## src/rtl/regfile_write_arbiter_if.sv

```systemverilog
// Writeback bus between the two requesters (A: pipeline, B: long-latency
// unit) and the RegisterFile write port.
//   A_* / B_*     : valid/ready write requests (Ready driven by the arbiter)
//   RegWrite,
//   WriteRegister,
//   WriteData     : registered RegisterFile write port (driven by the arbiter)
// Modports: master = requester/RegisterFile side, slave = arbiter.
interface regfile_write_arbiter_if #(
  parameter int unsigned DATA_W = 32,
  parameter int unsigned ADDR_W = 5
);
  logic              A_Valid;
  logic [ADDR_W-1:0] A_Addr;
  logic [DATA_W-1:0] A_Data;
  logic              A_Ready;
  logic              B_Valid;
  logic [ADDR_W-1:0] B_Addr;
  logic [DATA_W-1:0] B_Data;
  logic              B_Ready;
  logic              RegWrite;
  logic [ADDR_W-1:0] WriteRegister;
  logic [DATA_W-1:0] WriteData;

  modport master (
    output A_Valid, A_Addr, A_Data, B_Valid, B_Addr, B_Data,
    input  A_Ready, B_Ready, RegWrite, WriteRegister, WriteData
  );

  modport slave (
    input  A_Valid, A_Addr, A_Data, B_Valid, B_Addr, B_Data,
    output A_Ready, B_Ready, RegWrite, WriteRegister, WriteData
  );
endinterface

```

## src/rtl/regfile_write_arbiter.sv

```systemverilog
// Round-robin arbiter sharing the single RegisterFile write port between
// requester A and requester B, with one registered output stage.
// Ports:
//   Clk            clock, rising edge
//   Reset          synchronous, active-high
//   wb             writeback bus (slave side): A/B requests, RF write port
//   ReadRegister1/2 mirrors of the RegisterFile read addresses
//   Busy1/2        a write to the matching read register is staged (comb.)
module regfile_write_arbiter #(
  parameter int unsigned DATA_W       = 32,
  parameter int unsigned ADDR_W       = 5,
  parameter bit          ZERO_DISCARD = 1'b1
) (
  input  logic                     Clk,
  input  logic                     Reset,
  regfile_write_arbiter_if.slave   wb,
  input  logic [ADDR_W-1:0]        ReadRegister1,
  input  logic [ADDR_W-1:0]        ReadRegister2,
  output logic                     Busy1,
  output logic                     Busy2
);

  // Which requester was granted most recently; LAST_B gives A priority next.
  typedef enum logic {
    LAST_A = 1'b0,
    LAST_B = 1'b1
  } last_e;

  last_e             last_q, last_d;
  logic              regwrite_q, regwrite_d;
  logic [ADDR_W-1:0] wreg_q, wreg_d;
  logic [DATA_W-1:0] wdata_q, wdata_d;
  logic              grant_a, grant_b;

  always_comb begin
    last_d     = last_q;
    regwrite_d = 1'b0;
    wreg_d     = wreg_q;
    wdata_d    = wdata_q;

    grant_a = !Reset && wb.A_Valid && (!wb.B_Valid || (last_q == LAST_B));
    grant_b = !Reset && wb.B_Valid && !grant_a;

    if (grant_a) begin
      last_d     = LAST_A;
      wreg_d     = wb.A_Addr;
      wdata_d    = wb.A_Data;
      regwrite_d = !(ZERO_DISCARD && (wb.A_Addr == '0));
    end else if (grant_b) begin
      last_d     = LAST_B;
      wreg_d     = wb.B_Addr;
      wdata_d    = wb.B_Data;
      regwrite_d = !(ZERO_DISCARD && (wb.B_Addr == '0));
    end

    wb.A_Ready = grant_a;
    wb.B_Ready = grant_b;
  end

  always_ff @(posedge Clk) begin
    if (Reset) begin
      last_q     <= LAST_B;
      regwrite_q <= 1'b0;
      wreg_q     <= '0;
      wdata_q    <= '0;
    end else begin
      last_q     <= last_d;
      regwrite_q <= regwrite_d;
      wreg_q     <= wreg_d;
      wdata_q    <= wdata_d;
    end
  end

  // A write staged the edge before Reset rises would otherwise commit at the
  // very edge that applies the reset; masking it here drops that write.
  assign wb.RegWrite      = regwrite_q & ~Reset;
  assign wb.WriteRegister = wreg_q;
  assign wb.WriteData     = wdata_q;

  assign Busy1 = wb.RegWrite && (wreg_q == ReadRegister1);
  assign Busy2 = wb.RegWrite && (wreg_q == ReadRegister2);

endmodule

```

## src/flat_wrapper.sv

```systemverilog
// flat-port wrapper written by rule: the top's interface ports become plain ports
module regfile_write_arbiter_flat 
#(
  parameter int unsigned DATA_W       = 32,
  parameter int unsigned ADDR_W       = 5,
  parameter bit          ZERO_DISCARD = 1'b1
)
  (Clk, Reset, ReadRegister1, ReadRegister2, Busy1, Busy2, wb_A_Valid, wb_A_Addr, wb_A_Data, wb_B_Valid, wb_B_Addr, wb_B_Data, wb_A_Ready, wb_B_Ready, wb_RegWrite, wb_WriteRegister, wb_WriteData);
  regfile_write_arbiter_if #(.DATA_W(DATA_W), .ADDR_W(ADDR_W)) wb_i ();
  input  logic Clk;
  input  logic Reset;
  input  logic [ADDR_W-1:0] ReadRegister1;
  input  logic [ADDR_W-1:0] ReadRegister2;
  output logic Busy1;
  output logic Busy2;
  input wire logic [$bits(wb_i.A_Valid)-1:0] wb_A_Valid;
  input wire logic [$bits(wb_i.A_Addr)-1:0] wb_A_Addr;
  input wire logic [$bits(wb_i.A_Data)-1:0] wb_A_Data;
  input wire logic [$bits(wb_i.B_Valid)-1:0] wb_B_Valid;
  input wire logic [$bits(wb_i.B_Addr)-1:0] wb_B_Addr;
  input wire logic [$bits(wb_i.B_Data)-1:0] wb_B_Data;
  output wire logic [$bits(wb_i.A_Ready)-1:0] wb_A_Ready;
  output wire logic [$bits(wb_i.B_Ready)-1:0] wb_B_Ready;
  output wire logic [$bits(wb_i.RegWrite)-1:0] wb_RegWrite;
  output wire logic [$bits(wb_i.WriteRegister)-1:0] wb_WriteRegister;
  output wire logic [$bits(wb_i.WriteData)-1:0] wb_WriteData;
  assign wb_i.A_Valid = wb_A_Valid;
  assign wb_i.A_Addr = wb_A_Addr;
  assign wb_i.A_Data = wb_A_Data;
  assign wb_i.B_Valid = wb_B_Valid;
  assign wb_i.B_Addr = wb_B_Addr;
  assign wb_i.B_Data = wb_B_Data;
  assign wb_A_Ready = wb_i.A_Ready;
  assign wb_B_Ready = wb_i.B_Ready;
  assign wb_RegWrite = wb_i.RegWrite;
  assign wb_WriteRegister = wb_i.WriteRegister;
  assign wb_WriteData = wb_i.WriteData;
  regfile_write_arbiter #(.DATA_W(DATA_W), .ADDR_W(ADDR_W), .ZERO_DISCARD(ZERO_DISCARD)) u_core (.Clk(Clk), .Reset(Reset), .wb(wb_i), .ReadRegister1(ReadRegister1), .ReadRegister2(ReadRegister2), .Busy1(Busy1), .Busy2(Busy2));
endmodule
```

## config.mk

```make
export PLATFORM = sky130hd
export DESIGN_NAME = regfile_write_arbiter_flat
export DESIGN_NICKNAME = d
export VERILOG_FILES = /design/src/rtl/regfile_write_arbiter_if.sv /design/src/rtl/regfile_write_arbiter.sv /design/src/flat_wrapper.sv
export SDC_FILE = /design/constraint.sdc
export NUM_CORES = 1
export LEC_CHECK = 0
export ABC_AREA = 1
export CORE_MARGIN = 2
export CORE_UTILIZATION = 34
export CTS_CLUSTER_DIAMETER = 30
export DETAILED_ROUTE_END_ITERATION = 10
export GPL_TIMING_DRIVEN = 1
export PLACE_DENSITY = 0.77
export REMOVE_ABC_BUFFERS = 1
export SETUP_SLACK_MARGIN = 0.02
export SLEW_MARGIN = 15
export SYNTH_ARGS = -nofsm -noshare
export SYNTH_HDL_FRONTEND = slang
export SYNTH_SLANG_ARGS = --single-unit
```

## constraint.sdc

```tcl
create_clock -name Clk -period 1.1 [get_ports Clk]
set_clock_uncertainty 0.1 [all_clocks]
set_input_delay 0.22 -clock Clk [delete_from_list [all_inputs] [get_ports Clk]]
set_output_delay 0.22 -clock Clk [all_outputs]
set_load 0.005 [all_outputs]
```

Word-level counts from Yosys, hierarchy flattened
Cells that the tools add are included.
- latch bits: 0
- bits in writable memories: 0
- memories: 0
- register bits after elaboration: 39
- bits in read-only memories: 0
- input port bits: 88
- word-level logic and storage cells: 31
- output and inout bits: 42
- eq/ne operators: 2
- reduce and logical (&&, ||, !) cells: 15
- multiplexer cells: 8
- $add $sub $neg: 0
- multiply operators: 0
- magnitude comparators: 0
- divide/modulo/power cells: 0
- shift-type cells: 0
- bitwise gates (word level): 2
- operators by type and width (cell ; count):
    $mux 32 ; 2
    $eq 5x5->1 ; 2
    $logic_not 5->1 ; 2
    $mux 5 ; 2
    $logic_and 1x1->1 ; 6
    $logic_not 1->1 ; 5
    $mux 1 ; 4
    $reduce_bool 2->1 ; 1
    $and 1x1->1 ; 1
    $logic_or 1x1->1 ; 1
    $not 1->1 ; 1

Depth between registers and ports, before layout
- word-level depth: 7
- depth in mapped cells: 8
- mapped depth without buffers: 7

Least setup slack after synthesis
No wires, ideal clock.
- path kind: register -> register
- from: register u_core.last_q
- to: register u_core.wdata_q[28], in the netlist u_core.wb.WriteData[28]
- data required time: 934 ps
- path slack: -88 ps
- buffers on the path: 2
- stages on the path, launching flop included: 9
- library setup time: 66 ps
- arrival: 1022 ps
- period minus slack after synthesis: 1188 ps
- cell sequence: dfxtp_1 > inv_1 > nand2_1 > buf_2 > buf_2 > nand3_1 > nand2_1 > inv_1 > a21oi_2
- longest elaborated chain between the ends: 5
- elaborated cells on any way between the ends: 6
- those cells by class: 1 x mux; 5 x reduce/logical
- RTL lines (element ; line ; text):
    from (decl) ; regfile_write_arbiter.sv:29 ; last_e last_q, last_d;
    from (signal assigned) ; regfile_write_arbiter.sv:67 ; last_q <= last_d;
    $logic_or 1x1->1 (*) ; regfile_write_arbiter.sv:41 ; grant_a = !Reset && wb.A_Valid && (!wb.B_Valid || (last_q == LAST_B));
    $logic_and 1x1->1 (*) ; regfile_write_arbiter.sv:41 ;
    $logic_not 1->1 ; regfile_write_arbiter.sv:42 ; grant_b = !Reset && wb.B_Valid && !grant_a;
    $logic_and 1x1->1 ; regfile_write_arbiter.sv:42 ;
    $reduce_bool 2->1 (no source line) ; - ;
    to (signal assigned) ; regfile_write_arbiter.sv:70 ; wdata_q <= wdata_d;
    to (decl) ; regfile_write_arbiter.sv:32 ; logic [DATA_W-1:0] wdata_q, wdata_d;
Every way passes the cells marked *; elsewhere a longest branch is shown, timed or not.
A chain may end at the register's enable or synchronous reset.

Worst setup path after layout
- from: register u_core.wreg_q[3], in the netlist u_core.wb.WriteRegister[3]
- to: output Busy1
- longest elaborated chain between the ends: 2
- RTL lines (element ; line ; text):
    from (decl) ; regfile_write_arbiter.sv:31 ; logic [ADDR_W-1:0] wreg_q, wreg_d;
    from (signal assigned) ; regfile_write_arbiter.sv:69 ; wreg_q <= wreg_d;
    $eq 5x5->1 ; regfile_write_arbiter.sv:80 ; assign Busy1 = wb.RegWrite && (wreg_q == ReadRegister1);
    $logic_and 1x1->1 ; regfile_write_arbiter.sv:80 ;
    to (decl) ; flat_wrapper.sv:14 ; output logic Busy1;
Every way passes these cells.

==> out/qor.yml <==
numCtsBuffers: 5
synth_edf_count: 0
grt_antenna_before_repair: 0
period_needed_ns: 1.56
areaGrowthSynthToFinish_pct: 128
drive_gt1_frac: 0.569
fin_area_um2: 5000
p_per_area_nw_per_um2: 915
ys_seq_elements: 39
ios: 130
end_kind: "primary output"
comb_power_share: 0.400
setup_ws_ns: -0.456
drv_cap: 0
htree_levels: 2
slew-limit-headroom: 0.849
start_util: 0.349
seqPwrFrac: 0.358
io_buffers: 129
vias_per_cell: 5.26
p_total_mw: 4.57
yosysWarnings: 0
cts_hold_buf: 0
clkPwrFrac: 0.242
power.leakage_nw: 2.29
seq_area_frac_synth: 0.356
cp-start-kind: "flip-flop"
synth_cell_types: 24
p_switching_mw: 1.45
drtIter0Drc: 170
ir_drop_uv: 662
grt_pass1_wl_mm: 16.3
final_nets: 602
insertion_delay_ns: 0.29
fp-row-count: 29
path_max_fanout: 4
status: "complete, but fails checks"
die_h_um: 84.3
violations: "setup timing"
syn_inst: 331
cts.sinks: 39
ff_latch_area_um2: 832
final_cell_mix: "clkdlybuf4s50_1, nand2_1, nand3_2, dfxtp_2, buf_6"
drc: 0
fin_setup_tns_ns: -9.93
p_int_mw: 3.13
dr.pass1.iters: 4
worst_slew_pin_slew_ns: 0.225
hold_path.class: "in2reg"
finalSetupViolations: 49
critical_path_required_ns: 0.78
avgRoutedWirePerCell_um: 19.3
die_area_um2: 7110
cp.arrival_ns: 1.24
grt_overflow: 0
max_clock_freq_mhz: 643
multi_input_area_um2: 1700
ctsRootBufferMaster: "clkbuf_8"
die_w_um: 84.3
syn-cell-area_um2: 2190
postPlaceCellArea_um2: 3570
switching_share: 0.316
yosys_most_used_dff: "dfxtp_1"
grt_pass1_vias: 3090
wl_mm: 11.4
slew_viol_final: 0
rsz0062_at_grt: "yes"
vias: 3116
coreArea_um2: 6280
synth_async_sr_flop_share: 0
layout_commonest_cell: "clkdlybuf4s50_1"
hold_viol_final: 0
grt_use_total: 0.294
fillers: 415
cts_tree: "yes"
dp_hpwl_mm: 4.96
path_clk_slew_ns: 0.08
grt_start_max_net_pins: 38
cts_buffer_depth: 2
critPathKind: "reg2out"
syn_area_per_cell_um2: 6.63
postRouteAntennaNets: 0
n_antenna_cell: 0
post-route-period-util: 1.41
finalWeightedCongestion: 0.835
-- power by group through the flow --
stage / clock network [mW] / logic (mW) / registers (mW)
6_report: 1.11 / 1.83 / 1.64
5_1_grt: 1.18 / 1.93 / 1.65
4_1_cts: 1.09 / 1.62 / 1.62
3_5_place_dp: 0 / 1.16 / 1.63
3_3_place_gp: 0 / 1.14 / 1.63
2_1_floorplan: 0 / 0.409 / 1.64
-- cells by family after synthesis --
kind of cell	count (synthesis)	share of synthesized area
AND/OR/NAND/NOR	148	0.307
AO/OA/AOI/OAI	73	0.173
flip-flops	39	0.356
buffers and inverters	67	0.148
XOR/XNOR	4	0.0160
-- cell type report --
cell class,count,area share
multi-input cells,230,0.340
repair buffers,192,0.419
inverters,46,0.0360
flip-flops and latches,39,0.166
clock buffers,8,0.0200
well taps,77,0.0193
-- metal layers --
metal  global-route usage  up-vias  wire, um
met2                0.506      191      5580
met5                    0        -         0
met3               0.0649       36      1060
met1                0.358     1447      4430
met4                0.111        0       379
li1                     -     1442         -
-- registers in the layout (all words and copies together) (netlist names) --
name                     count
u_core.regwrite_q            1
u_core.wb.WriteRegister      5
u_core.last_q                1
u_core.wb.WriteData         32
-- final timing paths --
check,startpoint,to,slack (ns),cells after the start
min,wb_B_Addr[0],u_core.wb.WriteRegister[0],0.15,3
max reg2reg,u_core.last_q,u_core.wb.WriteData[15],-0.32,10
min reg2reg,u_core.wb.WriteData[23],u_core.wb.WriteData[23],0.43,2
max,u_core.wb.WriteRegister[3],Busy1,-0.46,5
-- critical path, stage by stage, from the launching register on --
cell	delay (ns)
dfxtp_2	0.37
inv_4	0.06
or2_4	0.23
nand4_1	0.12
nor2_1	0.06
buf_2	0.12
-- what timing repair did --
item                                    CTS  global route
setup buffers                            29            15
endpoints found under the setup margin   81            65
resized for setup                       351           105
pin swaps                                17            53
cloned                                   17             4
endpoints found under the hold margin     0             0
-- per-stage QoR --
| step | util | setup slack [ns] | cells | hold slack, ns |
|---|---|---|---|---|
| floorplan | - | -1.30 | 310 | 0.189 |
| global placement | 0.569 | -0.928 | 534 | 0.404 |
| detailed placement | 0.569 | -1.01 | 534 | 0.410 |
| CTS | 0.749 | -0.425 | 586 | 0.171 |
| global route | 0.796 | -0.522 | 592 | 0.145 |
| finish | 0.796 | -0.456 | 592 | 0.154 |
-- synthesized netlist by cell type, types with 2 or more instances --
cell type | count | area, um^2
a21oi_1 | 37 | 185
a21oi_2 | 2 | 17.5
buf_2 | 5 | 25.0
buf_4 | 7 | 52.6
buf_6 | 5 | 56.3
clkbuf_1 | 3 | 11.3
dfxtp_1 | 39 | 781
inv_1 | 45 | 169
nand2_1 | 80 | 300
nand2_4 | 2 | 22.5
nand3_1 | 47 | 235
nand4_1 | 4 | 25.0
nor2_1 | 6 | 22.5
o21ai_0 | 11 | 55.1
o21ai_1 | 21 | 105
or2_2 | 6 | 37.5
xnor2_1 | 4 | 35.0
Power figures use the tool's default switching activity.
